$ cat config.mk
export PLATFORM = sky130hd
export DESIGN_NAME = hilo_muldiv_ctrl
export DESIGN_NICKNAME = d
export VERILOG_FILES = /design/src/rtl/hilo_muldiv_ctrl_pkg.sv /design/src/rtl/hilo_muldiv_ctrl_iter.sv /design/src/rtl/hilo_muldiv_ctrl.sv
export SDC_FILE = /design/constraint.sdc
export NUM_CORES = 1
export LEC_CHECK = 0
export CORE_ASPECT_RATIO = 1.4
export CORE_MARGIN = 2
export CORE_UTILIZATION = 35
export DETAILED_ROUTE_END_ITERATION = 6
export MAX_ROUTING_LAYER = met4
export PLACE_DENSITY = 0.49
export SLEW_MARGIN = 25
export SYNTH_ARGS = -nofsm -noshare
export SYNTH_HDL_FRONTEND = slang
export SYNTH_SLANG_ARGS = --single-unit
$ cat constraint.sdc
create_clock -name clk -period 6.2 [get_ports clk]
set_input_delay 1.24 -clock clk [delete_from_list [all_inputs] [get_ports clk]]
set_output_delay 1.24 -clock clk [all_outputs]
set_load 0.01 [all_outputs]
$ cat src/rtl/hilo_muldiv_ctrl_pkg.sv
// Shared definitions for the HI/LO multiply/divide sequencer: op codes,
// hi/lo bus layout and FSM state encoding.
package hilo_muldiv_ctrl_pkg;

    localparam logic [1:0] OP_MULT  = 2'b00;
    localparam logic [1:0] OP_MULTU = 2'b01;
    localparam logic [1:0] OP_DIV   = 2'b10;
    localparam logic [1:0] OP_DIVU  = 2'b11;

    localparam int HL_BUS_WD = 66;
    localparam int HL_HI_WE  = 65;
    localparam int HL_LO_WE  = 64;
    localparam int HL_HI_MSB = 63;
    localparam int HL_HI_LSB = 32;
    localparam int HL_LO_MSB = 31;
    localparam int HL_LO_LSB = 0;

    typedef enum logic [1:0] {
        ST_IDLE = 2'd0,
        ST_RUN  = 2'd1,
        ST_DONE = 2'd2
    } state_t;

    function automatic logic op_is_div(input logic [1:0] op);
        return (op == OP_DIV) || (op == OP_DIVU);
    endfunction

    function automatic logic op_is_signed(input logic [1:0] op);
        return (op == OP_MULT) || (op == OP_DIV);
    endfunction

endpackage

$ cat src/rtl/hilo_muldiv_ctrl_iter.sv
// Combinational datapath: operand sign stripping, one shift-add / restoring
// divide step, and sign restoration of the final step's result.
module muldiv_iter
    import hilo_muldiv_ctrl_pkg::*;
(
    input  logic [1:0]  op,
    input  logic [31:0] src_a,
    input  logic [31:0] src_b,
    output logic [31:0] mag_a,
    output logic [31:0] mag_b,
    output logic        sign_a,
    output logic        sign_b,
    input  logic        is_div,
    input  logic [63:0] acc_in,
    input  logic [63:0] opa_in,
    input  logic [31:0] opb_in,
    output logic [63:0] acc_out,
    output logic [63:0] opa_out,
    output logic [31:0] opb_out,
    input  logic        sign_a_q,
    input  logic        sign_b_q,
    input  logic        b_zero,
    output logic [31:0] hi,
    output logic [31:0] lo
);

    logic [32:0] rem_shift;
    logic [33:0] diff;
    logic [63:0] prod;
    logic        neg_q;

    always_comb begin
        sign_a = op_is_signed(op) & src_a[31];
        sign_b = op_is_signed(op) & src_b[31];
        mag_a  = sign_a ? -src_a : src_a;
        mag_b  = sign_b ? -src_b : src_b;
    end

    // Divide: acc holds the partial remainder, opa shifts the dividend out
    // of its MSB while quotient bits enter at the LSB.
    always_comb begin
        acc_out   = acc_in;
        opa_out   = opa_in;
        opb_out   = opb_in;
        rem_shift = '0;
        diff      = '0;
        if (!is_div) begin
            if (opb_in[0]) begin
                acc_out = acc_in + opa_in;
            end
            opa_out = opa_in << 1;
            opb_out = opb_in >> 1;
        end else begin
            rem_shift = {acc_in[31:0], opa_in[31]};
            diff      = {1'b0, rem_shift} - {2'b00, opb_in};
            if (!diff[33]) begin
                acc_out = {31'b0, diff[32:0]};
                opa_out = {32'b0, opa_in[30:0], 1'b1};
            end else begin
                acc_out = {31'b0, rem_shift};
                opa_out = {32'b0, opa_in[30:0], 1'b0};
            end
        end
    end

    // A zero divisor leaves an all-ones quotient that must not be negated;
    // the remainder then equals the raw dividend once its sign is restored.
    assign neg_q = (sign_a_q ^ sign_b_q) & ~(is_div & b_zero);

    always_comb begin
        prod = neg_q ? -acc_out : acc_out;
        if (!is_div) begin
            hi = prod[63:32];
            lo = prod[31:0];
        end else begin
            lo = neg_q    ? -opa_out[31:0] : opa_out[31:0];
            hi = sign_a_q ? -acc_out[31:0] : acc_out[31:0];
        end
    end

endmodule

$ cat src/rtl/hilo_muldiv_ctrl.sv
// Iterative MULT/MULTU/DIV/DIVU sequencer: stalls EX while running and issues
// one registered HI/LO write when the 32-step loop completes.
module hilo_muldiv_ctrl
    import hilo_muldiv_ctrl_pkg::*;
#(
    parameter int ITER = 32
) (
    input  logic                 clk,
    input  logic                 resetn,
    input  logic                 start,
    input  logic [1:0]           op,
    input  logic [31:0]          src_a,
    input  logic [31:0]          src_b,
    input  logic                 flush,
    output logic                 stallreq,
    output logic                 busy,
    output logic [HL_BUS_WD-1:0] hl_bus
);

    state_t              state;
    state_t              state_nxt;
    logic [5:0]          cnt;
    logic                is_div_q;
    logic                sign_a_q;
    logic                sign_b_q;
    logic                b_zero_q;
    logic [63:0]         acc_q;
    logic [63:0]         opa_q;
    logic [31:0]         opb_q;
    logic [HL_BUS_WD-1:0] hl_q;

    logic [31:0] mag_a;
    logic [31:0] mag_b;
    logic        sign_a;
    logic        sign_b;
    logic [63:0] acc_nxt;
    logic [63:0] opa_nxt;
    logic [31:0] opb_nxt;
    logic [31:0] res_hi;
    logic [31:0] res_lo;
    logic        accept;
    logic        last_iter;

    assign accept    = (state == ST_IDLE) && start && !flush;
    assign last_iter = (state == ST_RUN) && (cnt == 6'(ITER - 1));

    muldiv_iter u_iter (
        .op       (op),
        .src_a    (src_a),
        .src_b    (src_b),
        .mag_a    (mag_a),
        .mag_b    (mag_b),
        .sign_a   (sign_a),
        .sign_b   (sign_b),
        .is_div   (is_div_q),
        .acc_in   (acc_q),
        .opa_in   (opa_q),
        .opb_in   (opb_q),
        .acc_out  (acc_nxt),
        .opa_out  (opa_nxt),
        .opb_out  (opb_nxt),
        .sign_a_q (sign_a_q),
        .sign_b_q (sign_b_q),
        .b_zero   (b_zero_q),
        .hi       (res_hi),
        .lo       (res_lo)
    );

    always_ff @(posedge clk or negedge resetn) begin
        if (!resetn) begin
            state <= ST_IDLE;
        end else begin
            state <= state_nxt;
        end
    end

    always_comb begin
        state_nxt = state;
        if (flush) begin
            state_nxt = ST_IDLE;
        end else begin
            case (state)
                ST_IDLE: if (start) state_nxt = ST_RUN;
                ST_RUN:  if (last_iter) state_nxt = ST_DONE;
                default: state_nxt = ST_IDLE;
            endcase
        end
    end

    // stallreq releases in DONE so EX advances while the write is on the bus.
    always_comb begin
        busy     = (state != ST_IDLE);
        stallreq = 1'b0;
        case (state)
            ST_IDLE: stallreq = start && !flush;
            ST_RUN:  stallreq = !flush;
            default: stallreq = 1'b0;
        endcase
        hl_bus = flush ? '0 : hl_q;
    end

    always_ff @(posedge clk or negedge resetn) begin
        if (!resetn) begin
            cnt      <= '0;
            is_div_q <= 1'b0;
            sign_a_q <= 1'b0;
            sign_b_q <= 1'b0;
            b_zero_q <= 1'b0;
            acc_q    <= '0;
            opa_q    <= '0;
            opb_q    <= '0;
        end else if (accept) begin
            cnt      <= '0;
            is_div_q <= op_is_div(op);
            sign_a_q <= sign_a;
            sign_b_q <= sign_b;
            b_zero_q <= (src_b == 32'd0);
            acc_q    <= '0;
            opa_q    <= {32'b0, mag_a};
            opb_q    <= mag_b;
        end else if (state == ST_RUN) begin
            cnt      <= cnt + 6'd1;
            acc_q    <= acc_nxt;
            opa_q    <= opa_nxt;
            opb_q    <= opb_nxt;
        end
    end

    // The result is captured on the last step so the bus is valid for
    // exactly the DONE cycle and zero everywhere else.
    always_ff @(posedge clk or negedge resetn) begin
        if (!resetn) begin
            hl_q <= '0;
        end else if (last_iter && !flush) begin
            hl_q <= {2'b11, res_hi, res_lo};
        end else begin
            hl_q <= '0;
        end
    end

endmodule

==> impl_results.html <==
<table>
<tr><th>Metric</th><th>Value</th></tr>
<tr><th colspan="2">Pwr</th></tr>
<tr><td>IR Drop Worst-Case VDD</td><td>0.0002682 V</td></tr>
<tr><td>Power per standard cell area</td><td>507.2 mW/mm2</td></tr>
<tr><td>Leakage</td><td>10.74 nW</td></tr>
<tr><th colspan="2">Synthesis</th></tr>
<tr><td>Count of warnings emitted by yosys</td><td>0</td></tr>
<tr><td>Post-synthesis cell type with the largest combined area</td><td>dfrtp_1</td></tr>
<tr><td>Net count of the mapped netlist</td><td>3,121</td></tr>
<tr><td>Post-synthesis sequential area ratio</td><td>26.26%</td></tr>
<tr><td>Library cells used by synthesis</td><td>108</td></tr>
<tr><td>Cells after synthesis</td><td>2,949</td></tr>
<tr><td>Post-synth ARST share</td><td>100.0%</td></tr>
<tr><td>Post-synthesis area per instance</td><td>7.659 um2</td></tr>
<tr><td>Share of the synthesized area in the top cell type</td><td>26.26%</td></tr>
<tr><td>Leading register cell type out of synthesis</td><td>dfrtp_1</td></tr>
<tr><td>Largest cells by area after synthesis</td><td>dfrtp_1 (26%), o21ai_0 (6.0%), ha_1 (5.5%)</td></tr>
<tr><td>Area of the mapped netlist</td><td>0.02259 mm2</td></tr>
<tr><td>Number of storage elements in the synthesis netlist</td><td>237</td></tr>
<tr><td>Number of enable-type register cells in the synthesized netlist</td><td>0</td></tr>
<tr><th colspan="2">Clock network</th></tr>
<tr><td>Number of buffers inserted by hold repair at cts</td><td>0</td></tr>
<tr><td>Post-CTS clock slew at the launch and capture registers of the worst setup and hold paths</td><td>0.06 ns</td></tr>
<tr><td>Clock insertion delay at the later pin of the skew report</td><td>0.63 ns</td></tr>
<tr><td>TritonCTS clock tree</td><td>yes</td></tr>
<tr><td>CTS H-tree lvls</td><td>1</td></tr>
<tr><td>Clock Sink Count</td><td>237</td></tr>
<tr><td>Number of buffers created by CTS</td><td>29</td></tr>
<tr><td>Maximum buffer depth of the clock tree</td><td>3</td></tr>
<tr><td>Clock root buffer master</td><td>clkbuf_16</td></tr>
<tr><th colspan="2">Route</th></tr>
<tr><td>DR vias/cell</td><td>6.238</td></tr>
<tr><td>DRT Pass-1 Iters</td><td>7</td></tr>
<tr><td>DR DRC count</td><td>0</td></tr>
<tr><td>Vias after detailed routing</td><td>24,400</td></tr>
<tr><td>Antenna Violating Nets Remaining</td><td>0</td></tr>
<tr><td>Final wirelength</td><td>112,500 um</td></tr>
<tr><td>Routed wirelength normalized by instance count</td><td>28.76 um</td></tr>
<tr><td>Initial DRC Count</td><td>1,914</td></tr>
<tr><th colspan="2">Final layout</th></tr>
<tr><td>Post-route insts no fill</td><td>3,912</td></tr>
<tr><td>Post-route core utilization</td><td>40.86%</td></tr>
<tr><td>Synth-to-Final Area Change</td><td>16.02%</td></tr>
<tr><td>Commonest cells after routing, fill and taps aside</td><td>nand2_1 (316), o21ai_0 (266), dfrtp_1 (236)</td></tr>
<tr><td>Commonest non-fill, non-tap cell in the layout</td><td>nand2_1</td></tr>
<tr><td>Ratio of cells with drive above 1 in the final layout</td><td>8.667%</td></tr>
<tr><td>Total number of nets in the final design</td><td>3,219</td></tr>
<tr><th colspan="2">Critical path</th></tr>
<tr><td>Worst setup startpoint</td><td>opa_q[31]</td></tr>
<tr><td>Crit path max fanout</td><td>22</td></tr>
<tr><td>Register-to-Register Path Depth</td><td>17</td></tr>
<tr><td>Crit. End Element</td><td>register</td></tr>
<tr><td>Data required time of the worst path</td><td>6.62 ns</td></tr>
<tr><td>Type of the setup path with the least slack</td><td>reg -&gt; reg</td></tr>
<tr><td>CP arrival</td><td>6.52 ns</td></tr>
<tr><td>Startpoint type of the worst setup path</td><td>register</td></tr>
<tr><td>Worst flop-to-flop path startpoint</td><td>opa_q[31]</td></tr>
<tr><th colspan="2">Timing</th></tr>
<tr><td>Unrepaired setup endpoints after global routing</td><td>false</td></tr>
<tr><td>Share of the clock period used by the worst path</td><td>98.36%</td></tr>
<tr><td>Number of slew-limit violations in the final report</td><td>0</td></tr>
<tr><td>Maximum achievable frequency</td><td>164.0 MHz</td></tr>
<tr><td>Clock period minus final worst setup slack</td><td>6.098 ns</td></tr>
<tr><td>Worst setup margin</td><td>0.1017 ns</td></tr>
<tr><td>Final Hold Viols</td><td>0</td></tr>
<tr><td>Number of endpoints failing setup at the final stage</td><td>0</td></tr>
<tr><td>Pin slew with the least headroom to its limit</td><td>1.152 ns</td></tr>
<tr><td>Max-Slew Margin vs Limit</td><td>22.74%</td></tr>
<tr><td>Setup skew after layout</td><td>0.02427 ns</td></tr>
<tr><th colspan="2">Worst hold path</th></tr>
<tr><td>Worst hold path type</td><td>reg -&gt; reg</td></tr>
<tr><td>Hold Path Origin</td><td>acc_q[63]</td></tr>
<tr><td>Worst hold path depth</td><td>2</td></tr>
<tr><th colspan="2">Run</th></tr>
<tr><td>Max-cap check violation count</td><td>0</td></tr>
<tr><th colspan="2">Die</th></tr>
<tr><td>Die area</td><td>0.06661 mm2</td></tr>
<tr><td>Number of standard-cell rows in the floorplan</td><td>110</td></tr>
<tr><td>Initial cell density of the core</td><td>35.21%</td></tr>
<tr><td>Die outline width</td><td>218.7 um</td></tr>
<tr><td>Io pins</td><td>138</td></tr>
<tr><td>Floorplan Core Area</td><td>0.06414 mm2</td></tr>
<tr><td>Vertical extent of the die</td><td>304.6 um</td></tr>
<tr><th colspan="2">Global route</th></tr>
<tr><td>Final global-route overflow total</td><td>0</td></tr>
<tr><td>Wire length of the first global-routing pass</td><td>164,600 um</td></tr>
<tr><td>Vias in the first global route</td><td>24,310</td></tr>
<tr><td>Overall routing resource usage</td><td>34.38%</td></tr>
<tr><td>Largest net degree at the start of global routing</td><td>114</td></tr>
<tr><td>Antenna violations before repair</td><td>2</td></tr>
<tr><th colspan="2">Placement</th></tr>
<tr><td>Count of input and output buffers</td><td>137</td></tr>
<tr><td>Final weighted congestion in routability-driven placement</td><td>1.046</td></tr>
<tr><td>HPWL reported at the end of detailed placement</td><td>87,750 um</td></tr>
<tr><td>Number of instances in the placed design</td><td>3,855</td></tr>
<tr><td>DP Worst Slack</td><td>0.1150 ns</td></tr>
<tr><th colspan="2">Status</th></tr>
<tr><td>Run status</td><td>finished, final reports clean</td></tr>
</table>
## registers in the layout, indices dropped and copies added (netlist names)
| name | flops |
|---|---|
| opb_q | 32 |
| hl_q | 65 |
| sign_a_q | 1 |
| sign_b_q | 1 |
| state | 2 |
| opa_q | 64 |
| acc_q | 64 |
| cnt | 6 |
| is_div_q | 1 |
| b_zero_q | 1 |
## worst max-delay path: stages, from the launching register on
cell       delay [ns]
dfrtp_1          0.70
inv_1            0.29
ha_1             0.29
nor2b_1          0.16
o2111a_1         0.35
o2111ai_2        0.30
a21oi_2          0.44
nor3_4           0.16
buf_4            0.28
o31ai_2          0.95
a2111oi_4        0.16
buf_4            0.23
nand3_2          0.09
buf_4            0.22
nor2_1           0.09
a21oi_1          0.18
nor3_1           0.07
a2111oi_0        0.89
## repair_timing
item                                    CTS  global route
buffers inserted                          0             0
endpoints found under the setup margin    0             4
resized for setup                         0             5
## synth_stat cells (all sizes together), types with 9 or more instances
| cell | count |
|---|---|
| buf | 39 |
| xor2 | 83 |
| nor2b | 82 |
| and3 | 33 |
| a221oi | 18 |
| nor3b | 12 |
| a2111oi | 15 |
| inv | 78 |
| and4 | 10 |
| o31ai | 37 |
| a21o | 46 |
| a32oi | 9 |
| a22oi | 34 |
| or3 | 42 |
| nand2b | 24 |
| ha | 100 |
| or2 | 22 |
| clkbuf | 145 |
| nand3 | 115 |
| a22o | 34 |
| nor4 | 31 |
| o211ai | 22 |
| a311oi | 16 |
| xnor2 | 92 |
| or4 | 20 |
| dfrtp | 237 |
| nor3 | 89 |
| a211oi | 86 |
| nand2 | 318 |
| a21oi | 238 |
| nor2 | 215 |
| o21bai | 9 |
| o41ai | 17 |
| o21ai | 277 |
| a31oi | 34 |
| o31a | 10 |
| nand4 | 64 |
| o22ai | 9 |
| o21a | 25 |
| and2 | 20 |
| mux2i | 29 |
## path summary, 6_finish.rpt
check	to	slack, ns
min	acc_q[63]	0.52
min reg2reg	acc_q[63]	0.52
min in group asynchronous	opa_q[49]	0.62
max in group asynchronous	hl_q[49]	4.22
max	hl_q[39]	0.10
max reg2reg	hl_q[39]	0.10
## cell families (layout without fill, tap and decap cells)
group / Yosys count / count (layout) / share of synthesized area [%]
XOR/XNOR: 175 / 175 / 6.786
adder cells (fa/ha/maj): 102 / 102 / 5.717
buffers and inverters: 264 / 384 / 4.648
other: 0 / 3 / 0
multiplexers: 34 / 34 / 1.535
AND/OR/NAND/NOR: 1117 / 1117 / 25.13
flip-flops: 237 / 237 / 26.26
AO/OA/AOI/OAI: 1020 / 1020 / 29.93
## report_power, final
group | switching, W | total [W] | internal [W]
clock network | 0.000799 | 0.00176 | 0.000957
logic | 0.00622 | 0.00922 | 0.00300
registers | 0.000513 | 0.00232 | 0.00180
## final cells by class
| class | instances | area, um2 |
|---|---|---|
| Fill cell | 6782 | 37930 |
| Multi-Input combinational cell | 2448 | 15720 |
| Sequential cell | 237 | 5934 |
| Timing Repair Buffer | 251 | 2256 |
| Tap cell | 840 | 1051 |
| Clock buffer | 33 | 750.7 |
| Inverter | 80 | 300.3 |
| Clock inverter | 20 | 183.9 |
| Antenna cell | 3 | 7.507 |
## routing by layer
layer  GRT usage, %  share of wire (%)
met5              -                  0
met4          25.94                9.7
met3          3.912                4.6
met2          58.99                 50
met1          35.90                 36
## metrics by stage
stage | cell area, um2 | total power [W] | setup TNS (ns) | hold WS [ns]
floorplan | 22590 | 0.007574 | 0 | 0.4615
global placement | 25190 | 0.01122 | -1.150 | 0.4885
detailed placement | 25210 | 0.01122 | 0 | 0.5192
CTS | 26140 | 0.01303 | 0 | 0.5344
global route | 26200 | 0.01398 | 0 | 0.5582
finish | 26200 | 0.01329 | 0 | 0.5249
(Power assumes the default switching activity.)
